**src/rtl/vector_issue_sequencer.sv**
```systemverilog
// vector_issue_sequencer: walks one decoded vector op over ITR elements.
// Optional perf counters are enabled by defining VSEQ_PERF_CNT_EN.
module vector_issue_sequencer #(
    parameter int ADDR_W  = 10,
    parameter int MAC_LAT = 4
) (
    input  logic              clk,
    input  logic              rst,
    input  logic              instr_valid,
    output logic              instr_ready,
    input  logic              is_vle32_vv,
    input  logic              is_vse32_vv,
    input  logic              is_vmacc_vv,
    input  logic              is_vmv_vi,
    input  logic [ADDR_W-1:0] vr_addr,
    input  logic [ADDR_W-1:0] vw_addr,
    input  logic [ADDR_W-1:0] itr_in,
    input  logic              wen_itr,
    output logic              stall,
    output logic [ADDR_W-1:0] rf_raddr,
    output logic              rf_ren,
    output logic [ADDR_W-1:0] rf_waddr,
    output logic              rf_wen,
    output logic [2:0]        ctrl_din_sel,
    input  logic              ld_tvalid,
    output logic              ld_tready,
    output logic              st_tvalid,
    input  logic              st_tready,
    output logic              done
`ifdef VSEQ_PERF_CNT_EN
    ,
    output logic [31:0]       perf_busy_cycles,
    output logic [31:0]       perf_instr_cnt
`endif
);

    typedef enum logic [1:0] {
        S_IDLE,
        S_ISSUE,
        S_DRAIN,
        S_DONE
    } state_t;

    typedef enum logic [2:0] {
        OP_NOP,
        OP_VMV,
        OP_VMACC,
        OP_VLE,
        OP_VSE
    } op_t;

    state_t state;
    op_t    op;
    op_t    dec_op;

    logic [ADDR_W-1:0] itr;
    logic [ADDR_W-1:0] n;
    logic [ADDR_W-1:0] idx;
    logic [ADDR_W-1:0] vr;
    logic [ADDR_W-1:0] vw;
    logic [ADDR_W-1:0] rd_addr;
    logic [ADDR_W-1:0] wr_addr;

    logic [MAC_LAT-1:0] mac_v;
    logic [ADDR_W-1:0]  mac_a [MAC_LAT];
    logic [MAC_LAT-1:0] tail_mask;

    logic accept;
    logic issuing;
    logic step;
    logic last;
    logic mac_rd;
    logic mac_wen;
    logic tail_empty;

    assign accept     = instr_valid & instr_ready;
    assign issuing    = (state == S_ISSUE);
    assign rd_addr    = vr + idx;
    assign wr_addr    = vw + idx;
    assign last       = step & (idx == n - ADDR_W'(1));
    assign mac_rd     = issuing & (op == OP_VMACC);
    assign mac_wen    = mac_v[MAC_LAT-1];
    assign tail_mask  = ~(MAC_LAT'(1) << (MAC_LAT - 1));
    assign tail_empty = ((mac_v & tail_mask) == '0);

    assign stall = (state != S_IDLE) |
                   (instr_valid & (is_vle32_vv | is_vse32_vv |
                                   is_vmacc_vv | is_vmv_vi));

    // Decode with fixed priority: vmacc > vle > vse > vmv.
    always_comb begin
        dec_op = OP_NOP;
        priority case (1'b1)
            is_vmacc_vv: dec_op = OP_VMACC;
            is_vle32_vv: dec_op = OP_VLE;
            is_vse32_vv: dec_op = OP_VSE;
            is_vmv_vi:   dec_op = OP_VMV;
            default:     dec_op = OP_NOP;
        endcase
    end

    // An element advances when its op-specific handshake is met.
    always_comb begin
        step = 1'b0;
        unique case (op)
            OP_VMV:   step = 1'b1;
            OP_VMACC: step = 1'b1;
            OP_VLE:   step = ld_tvalid;
            OP_VSE:   step = st_tready;
            default:  step = 1'b0;
        endcase
    end

    // RF and stream strobes; delayed MAC writebacks override.
    always_comb begin
        rf_ren       = 1'b0;
        rf_raddr     = '0;
        rf_wen       = 1'b0;
        rf_waddr     = '0;
        ctrl_din_sel = 3'b000;
        ld_tready    = 1'b0;
        if (issuing) begin
            unique case (op)
                OP_VMV: begin
                    rf_wen       = 1'b1;
                    rf_waddr     = wr_addr;
                    ctrl_din_sel = 3'b001;
                end
                OP_VMACC: begin
                    rf_ren   = 1'b1;
                    rf_raddr = rd_addr;
                end
                OP_VLE: begin
                    ld_tready = 1'b1;
                    if (ld_tvalid) begin
                        rf_wen       = 1'b1;
                        rf_waddr     = wr_addr;
                        ctrl_din_sel = 3'b100;
                    end
                end
                OP_VSE: begin
                    if (st_tready) begin
                        rf_ren   = 1'b1;
                        rf_raddr = rd_addr;
                    end
                end
                default: ;
            endcase
        end
        if (mac_wen) begin
            rf_wen       = 1'b1;
            rf_waddr     = mac_a[MAC_LAT-1];
            ctrl_din_sel = 3'b010;
        end
    end

    // Element-count register, writable at any time.
    always_ff @(posedge clk or negedge rst) begin
        if (!rst) begin
            itr <= '0;
        end else if (wen_itr) begin
            itr <= itr_in;
        end
    end

    // Sequencer FSM with registered ready/done.
    always_ff @(posedge clk or negedge rst) begin
        if (!rst) begin
            state       <= S_IDLE;
            op          <= OP_NOP;
            n           <= '0;
            idx         <= '0;
            vr          <= '0;
            vw          <= '0;
            instr_ready <= 1'b1;
            done        <= 1'b0;
        end else begin
            done <= 1'b0;
            unique case (state)
                S_IDLE: begin
                    if (accept) begin
                        op          <= dec_op;
                        n           <= itr;
                        vr          <= vr_addr;
                        vw          <= vw_addr;
                        idx         <= '0;
                        instr_ready <= 1'b0;
                        if (dec_op == OP_NOP || itr == '0) begin
                            state <= S_DONE;
                            done  <= 1'b1;
                        end else begin
                            state <= S_ISSUE;
                        end
                    end
                end
                S_ISSUE: begin
                    if (step) begin
                        idx <= idx + ADDR_W'(1);
                        if (last) begin
                            if (op == OP_VMACC || op == OP_VSE) begin
                                state <= S_DRAIN;
                            end else begin
                                state <= S_DONE;
                                done  <= 1'b1;
                            end
                        end
                    end
                end
                S_DRAIN: begin
                    if (op == OP_VSE || tail_empty) begin
                        state <= S_DONE;
                        done  <= 1'b1;
                    end
                end
                S_DONE: begin
                    state       <= S_IDLE;
                    instr_ready <= 1'b1;
                end
                default: state <= S_IDLE;
            endcase
        end
    end

    // MAC writeback delay line: read slot -> write slot MAC_LAT later.
    always_ff @(posedge clk or negedge rst) begin
        if (!rst) begin
            mac_v <= '0;
            for (int i = 0; i < MAC_LAT; i++) begin
                mac_a[i] <= '0;
            end
        end else begin
            mac_v[0] <= mac_rd;
            mac_a[0] <= wr_addr;
            for (int i = 1; i < MAC_LAT; i++) begin
                mac_v[i] <= mac_v[i-1];
                mac_a[i] <= mac_a[i-1];
            end
        end
    end

    // Store beat valid follows the RF read by one cycle.
    always_ff @(posedge clk or negedge rst) begin
        if (!rst) begin
            st_tvalid <= 1'b0;
        end else begin
            st_tvalid <= issuing & (op == OP_VSE) & st_tready;
        end
    end

`ifdef VSEQ_PERF_CNT_EN
    // Saturating busy-cycle and completed-instruction counters.
    always_ff @(posedge clk or negedge rst) begin
        if (!rst) begin
            perf_busy_cycles <= '0;
            perf_instr_cnt   <= '0;
        end else begin
            if (state != S_IDLE && perf_busy_cycles != '1) begin
                perf_busy_cycles <= perf_busy_cycles + 32'd1;
            end
            if (done && perf_instr_cnt != '1) begin
                perf_instr_cnt <= perf_instr_cnt + 32'd1;
            end
        end
    end
`endif

endmodule

```
**config.mk**
```make
export PLATFORM = sky130hd
export DESIGN_NAME = vector_issue_sequencer
export DESIGN_NICKNAME = d
export VERILOG_FILES = /design/src/rtl/vector_issue_sequencer.sv
export SDC_FILE = /design/constraint.sdc
export NUM_CORES = 1
export LEC_CHECK = 0
export ABC_AREA = 0
export CAP_MARGIN = 15
export CORE_UTILIZATION = 30
export CTS_BUF_LIST = sky130_fd_sc_hd__clkbuf_8
export DETAILED_ROUTE_END_ITERATION = 7
export DONT_BUFFER_PORTS = 1
export GPL_TIMING_DRIVEN = 0
export HOLD_SLACK_MARGIN = 0.06
export PLACE_DENSITY = 0.46
export SLEW_MARGIN = 20
export SYNTH_ARGS = -nofsm -noshare
export SYNTH_HDL_FRONTEND = slang
export SYNTH_SLANG_ARGS = --single-unit
```
**constraint.sdc**
```tcl
create_clock -name clk -period 3.3 [get_ports clk]
set_input_delay 0.66 -clock clk [delete_from_list [all_inputs] [get_ports clk]]
set_output_delay 0.66 -clock clk [all_outputs]
set_load 0.02 [all_outputs]
```
== Word level (Yosys, flattened, before mapping) ==
Index checks and enable logic that the tools add are counted.

* Add/subtract/negate cells: 4
* Equal/unequal tests: 12
* Muxes and demuxes: 44
* Bitwise logic cells: 10
* Reduce and logical (&&, ||, !) cells: 15

{| class="wikitable"
|+ Operators by type and width
! cell !! count
|-
| two-way mux 10 bit || 7
|-
| one-hot mux 10 bit (2 select lines) || 3
|-
| adder 10 bit || 2
|-
| two-way mux 3 bit || 6
|-
| two-way mux 1 bit || 16
|-
| adder 10 x 1 -> 10 bit (second input constant) || 1
|-
| equality test 10 bit || 1
|-
| zero test 10 bit || 1
|-
| two-way mux 2 bit || 5
|-
| subtractor 10 x 1 -> 10 bit (second input constant) || 1
|-
| one-hot mux 2 bit (4 select lines) || 1
|-
| AND 1 bit || 6
|-
| equality test 3 x 2 -> 1 bit (second input constant) || 2
|-
| one-hot mux 1 bit (2 select lines) || 3
|-
| one-hot mux 1 bit (3 select lines) || 2
|-
| one-hot mux 3 bit (2 select lines) || 1
|-
| nonzero test 2 bit || 3
|-
| equality test 2 bit (second input constant) || 2
|-
| zero test 4 bit || 1
|-
| inequality test 2 x 1 -> 1 bit (second input constant) || 2
|-
| inequality test 2 bit (second input constant) || 2
|-
| OR 1 bit || 4
|-
| AND reduction 2 bit || 2
|-
| AND reduction 4 bit || 1
|-
| 8 further kinds || 10
|}

* Flip-flop bits (word level): 102
* Bits of input ports: 40
* Output and inout bits: 30
* Word-level logic and storage cells: 100

== Longest topological paths before layout ==
* Depth after elaboration: 9
* Depth in mapped cells: 10

== Worst setup path before layout ==
No wires, ideal clock.

* Path type: flip-flop to output port
* Start point: register idx[0]
* End point: output rf_raddr[8]
* Data arrival time: 2.298 ns
* Required time: 2.640 ns
* Path slack: 0.342 ns
* Stages on the path, launching flop included: 10
* Path through: dfrtp_1 -> ha_1 -> fa_1 -> a21o_1 -> a21oi_1 -> nor2b_1 -> o21a_1 -> o41ai_1 -> xor2_1 -> nor2_1

* Word-level cells in the longest chain between the ends: 4

{| class="wikitable"
|+ RTL lines
! item !! RTL line !! text
|-
| from (decl) || 58 || <nowiki>logic [ADDR_W-1:0] idx;</nowiki>
|-
| from (signal assigned) || 198 || <nowiki>idx <= idx + ADDR_W'(1);</nowiki>
|-
| adder 10 bit (*) || 78 || <nowiki>assign rd_addr = vr + idx;</nowiki>
|-
| two-way mux 10 bit || 142 || <nowiki>if (st_tready) begin</nowiki>
|-
| one-hot mux 10 bit (2 select lines) (*) || 123 || <nowiki>unique case (op)</nowiki>
|-
| two-way mux 10 bit (*) || 122 || <nowiki>if (issuing) begin</nowiki>
|-
| to (decl) || 20 || <nowiki>output logic [ADDR_W-1:0] rf_raddr,</nowiki>
|}

Every way passes the cells marked *; elsewhere a longest branch is shown, timed or not.

== Worst setup path after layout ==
Ends and elaborated chain as after synthesis.

==> metrics.md <==
| Metric | Value |
|---|---|
| Status | `complete, no violations` |
| Number of buffers on the longest clock path | `2` |
| Sum of buffers and inverters on the critical path | `0` |
| Minimum clock period | `3.231 ns` |
| Ys async rst share | `1.000` |
| Maximum clock skew at final layout | `0.006443 ns` |
| Number of synthesized register bits | `102` |
| Critical path required time | `2.64 ns` |
| Wire length of the first global-routing pass | `16,900 um` |
| Sequential-to-total area share from yosys stat | `0.5255` |
| Clock-pin transition on the worst setup and hold timing paths | `0.11 ns` |
| Count of warnings emitted by yosys | `0` |
| Overall fraction of global-route tracks in use | `0.1370` |
| Worst min-delay path class | `primary input to asynchronous set/reset pin` |
| Detailed-router iteration count before antenna repair | `4` |
| Buffer cell driving the clock tree root | `clkbuf_8` |
| Largest net degree at the start of global routing | `102` |
| Remaining design rule violation count | `0` |
| Class of the most critical setup path | `flop to output pin` |
| Starting Density | `0.3070` |
| Residual antenna-violating net count after detailed routing | `0` |
| Total power draw | `5.012 mW` |
| Standard cell with the maximum stage delay on the critical path | `dfrtp_2` |
| Met3 layer usage reported by global route | `0.05533` |
| Register-to-register setup slack | `0.73 ns` |
| Via density per instance | `4.802` |
| Register-to-Register Path Depth | `6` |
| Die H | `around 130 um` |
| Most used routing layer in global routing | `met2` |
| Number of pins exceeding their max-slew limit in the final report | `0` |
| Crit path from | `idx[0]` |
| Met1 GRT Util | `0.1636` |
| Width of the chip | `129.3 um` |
| Startpoint of the worst register-to-register path | `state[0]` |
| RSZ-0062 raised after global routing | `yes` |
| Core footprint | `15,830 um2` |
| Total congestion overflow after global routing | `0` |
| FMAX | `a little over 0.3 GHz` |
| Final Routed Wirelength | `10,580 um` |
| Diodes inserted | `0` |
| Syn Nets | `472` |
| Syn avg cell area | `12.00 um2` |
| Signed area change from the synthesized netlist to the final layout | `16.22%` |
| CP max FO | `3` |
| Power Density | `around 900 nW/um2` |
| Critical Path Start Type | `flop` |
| Switch Pwr | `1.969 mW` |
| Final period util | `0.9792` |
| Seq pwr share | `0.426` |
| Layout net count | `497` |
| Routed wire length per instance | `~16 um` |
| Part of the total power dissipated in combinational logic | `0.413` |
| Met2 GRT Util | `0.2242` |
| Routability congestion estimate | `0.8004` |
| Non-filler cells, final | `651` |
| Number of distinct library cells after synthesis | `58` |
| Capture point of the worst path | `rf_raddr[8]` |
| Post-route cell area | `5648 um2` |
| Violation count after the first detailed-routing iteration | `68` |
| Via count of the first global-routing pass | `roughly 3,200` |
| CTS Sinks | `between 100 and 150` |
| Die area | `16,710 um2` |
| Sort of element at the end of the critical path | `output pin` |
| Total clock buffers created by CTS | `9` |
| WP data arrival | `2.57 ns` |
| Max-Slew Margin vs Limit | `0.3689` |
| Critical path depth | `9` |
| Synthesized cell area | `between 4000 and 5000 um2` |
| Setup violations, final | `0` |
| Clock tree from TritonCTS | `done` |
| Transition at the pin with the smallest max-transition slack | `0.9380 ns` |
| Cell-by-cell trace of the critical path | `ha_4 > fa_2 > a21o_1 > a21oi_2 > nor2b_2 > o21a_1 > o41ai_2 > xor2_1 > nor2_4` |
| Clock latency on the worst-skew pair | `0.39 ns` |
| Top_reg_cell synth | `dfrtp_1` |
| Category of cells accounting for the largest share of critical-path delay | `compound AO/OA/AOI/OAI gates` |
| Number of standard cells after synthesis | `405` |
| Pleak | `around 2.4 nW` |
| Count of buffers inserted at the top-level ports | `0` |
| Internal power contribution | `3.042 mW` |
| Number of synthesized flops with an enable pin | `0` |
| Area of placed instances | `5130 um2` |
| Sum Neg Setup Slack | `0 ns` |
| Largest stage delay on the critical path | `between 0.4 and 0.5 ns` |
| Total via count in the routed design | `3,126` |
| Max capacitance violation total | `0` |
| Peak supply drop | `0.2411 mV` |
| Net Sw Frac | `0.3929` |
| Total I/O pin count | `70` |
| Level count of the clock H-tree | `3` |
| HPWL Detailed | `7544 um` |
| Endpoint of the worst register-to-register path | `n[8]` |
| Cells after DPL | `621` |
| Share of cells above drive strength 1 | `0.2874` |
| Clock network fraction of total power | `0.161` |
| Number of placement rows | `46` |
| WHS | `0.1840 ns` |
| Final hold violation count | `0` |
| Initial antenna violation count | `0` |
-- metal layers --
| layer | share of wire | vias to the layer above |
|---|---|---|
| li1 | - | 1479 |
| met1 | 0.44 | 1582 |
| met2 | 0.48 | 53 |
| met3 | 0.057 | 12 |
| met4 | 0.016 | 0 |
| met5 | 0 | - |
-- state kept, by name, summed over array words and instances (netlist names), 2 cells and up --
signal	cells
vw	10
vr	10
state	2
idx	10
itr	10
mac_v	4
op	3
n	10
mac_a	40
-- worst min path at each step --
stage | to | start | slack, ns | cells past startpoint
after CTS | mac_a[12] | rst | 0.19 | 1
after floorplan | mac_a[0] | mac_a[10] | 0.33 | 0
after global routing | mac_a[0] | rst | 0.18 | 1
after detailed placement | mac_a[22] | mac_a[32] | 0.33 | 0
after global placement | mac_a[15] | mac_a[25] | 0.33 | 0
final | mac_a[0] | rst | 0.18 | 1
-- per-stage QoR --
stage,utilization,worst slack [ns]
after global placement,0.3241,-0.08435
after detailed placement,0.3241,-0.08805
final,0.3568,0.06862
after floorplan,-,0.3420
after CTS,0.3519,-0.09877
after global routing,0.3568,-0.08514
-- layout make-up --
| type | count | area, um2 |
|---|---|---|
| clock inverter | 7 | 81.33 |
| fill | 1588 | 10180 |
| sequential | 102 | 2557 |
| buffer | 10 | 51.30 |
| timing repair buffer | 14 | 127.6 |
| clock buffer | 9 | 123.9 |
| inverter | 19 | 71.32 |
| tap | 216 | 270.3 |
| multi-input combinational | 274 | 2365 |
-- synthesized netlist by cell type, drive strengths merged, types with 6 or more instances --
| library cell | instances | area share |
|---|---|---|
| a21oi | 20 | 0.021 |
| a22o | 11 | 0.020 |
| clkbuf | 6 | 0.0046 |
| dfrtp | 101 | 0.52 |
| ha | 25 | 0.064 |
| inv | 19 | 0.015 |
| mux2 | 42 | 0.097 |
| nand2 | 18 | 0.014 |
| nor2 | 29 | 0.022 |
| nor2b | 8 | 0.010 |
| nor3 | 8 | 0.0093 |
| nor4 | 6 | 0.010 |
| o21ai | 17 | 0.018 |
| xnor2 | 19 | 0.036 |
| xor2 | 14 | 0.025 |
-- cells in the final DEF, fill, tap and decap left out, types with 4 or more instances in the layout --
cell      instances
a21oi_1          14
nand2b_1          4
nor2_2            6
clkbuf_1          5
mux2_2           42
nor2_1           21
buf_4            13
o21ai_0          11
nor2b_2           4
inv_1            19
xnor2_1          17
ha_1             22
nor4_1            4
a22o_1            8
xor2_1           13
a31oi_1           4
dfrtp_1          98
o21ai_2           4
nand2_1          18
clkbuf_8          9
nor3_1            6
a21o_1            5
a21oi_2           6
nor2b_1           4
-- logic make-up after synthesis --
group	after synthesis	synth area share
flip-flops	102	0.5255
XOR/XNOR	33	0.06102
adder cells (fa/ha/maj)	27	0.07261
buffers and inverters	29	0.02497
AND/OR/NAND/NOR	94	0.1020
AO/OA/AOI/OAI	76	0.1125
multiplexers	44	0.1014
-- power by group through the flow --
stage          logic [mW]  clock network (mW)  registers [mW]
2_1_floorplan        1.52                   0            2.04
3_3_place_gp         1.79                   0            2.14
3_5_place_dp         1.82                   0            2.17
4_1_cts              2.02               0.858            2.14
5_1_grt              2.31               0.904            2.21
6_report             2.07               0.808            2.13
-- what timing repair did --
item                                    in CTS  in global routing
hold endpoints to repair                   101                  0
pin swaps                                   16                 15
gates resized for setup                     34                 19
buffers inserted                            10                  2
endpoints found under the setup margin      15                 13
hold buffers                                 2                  0
Note: power is estimated with default switching activity, not from simulation.
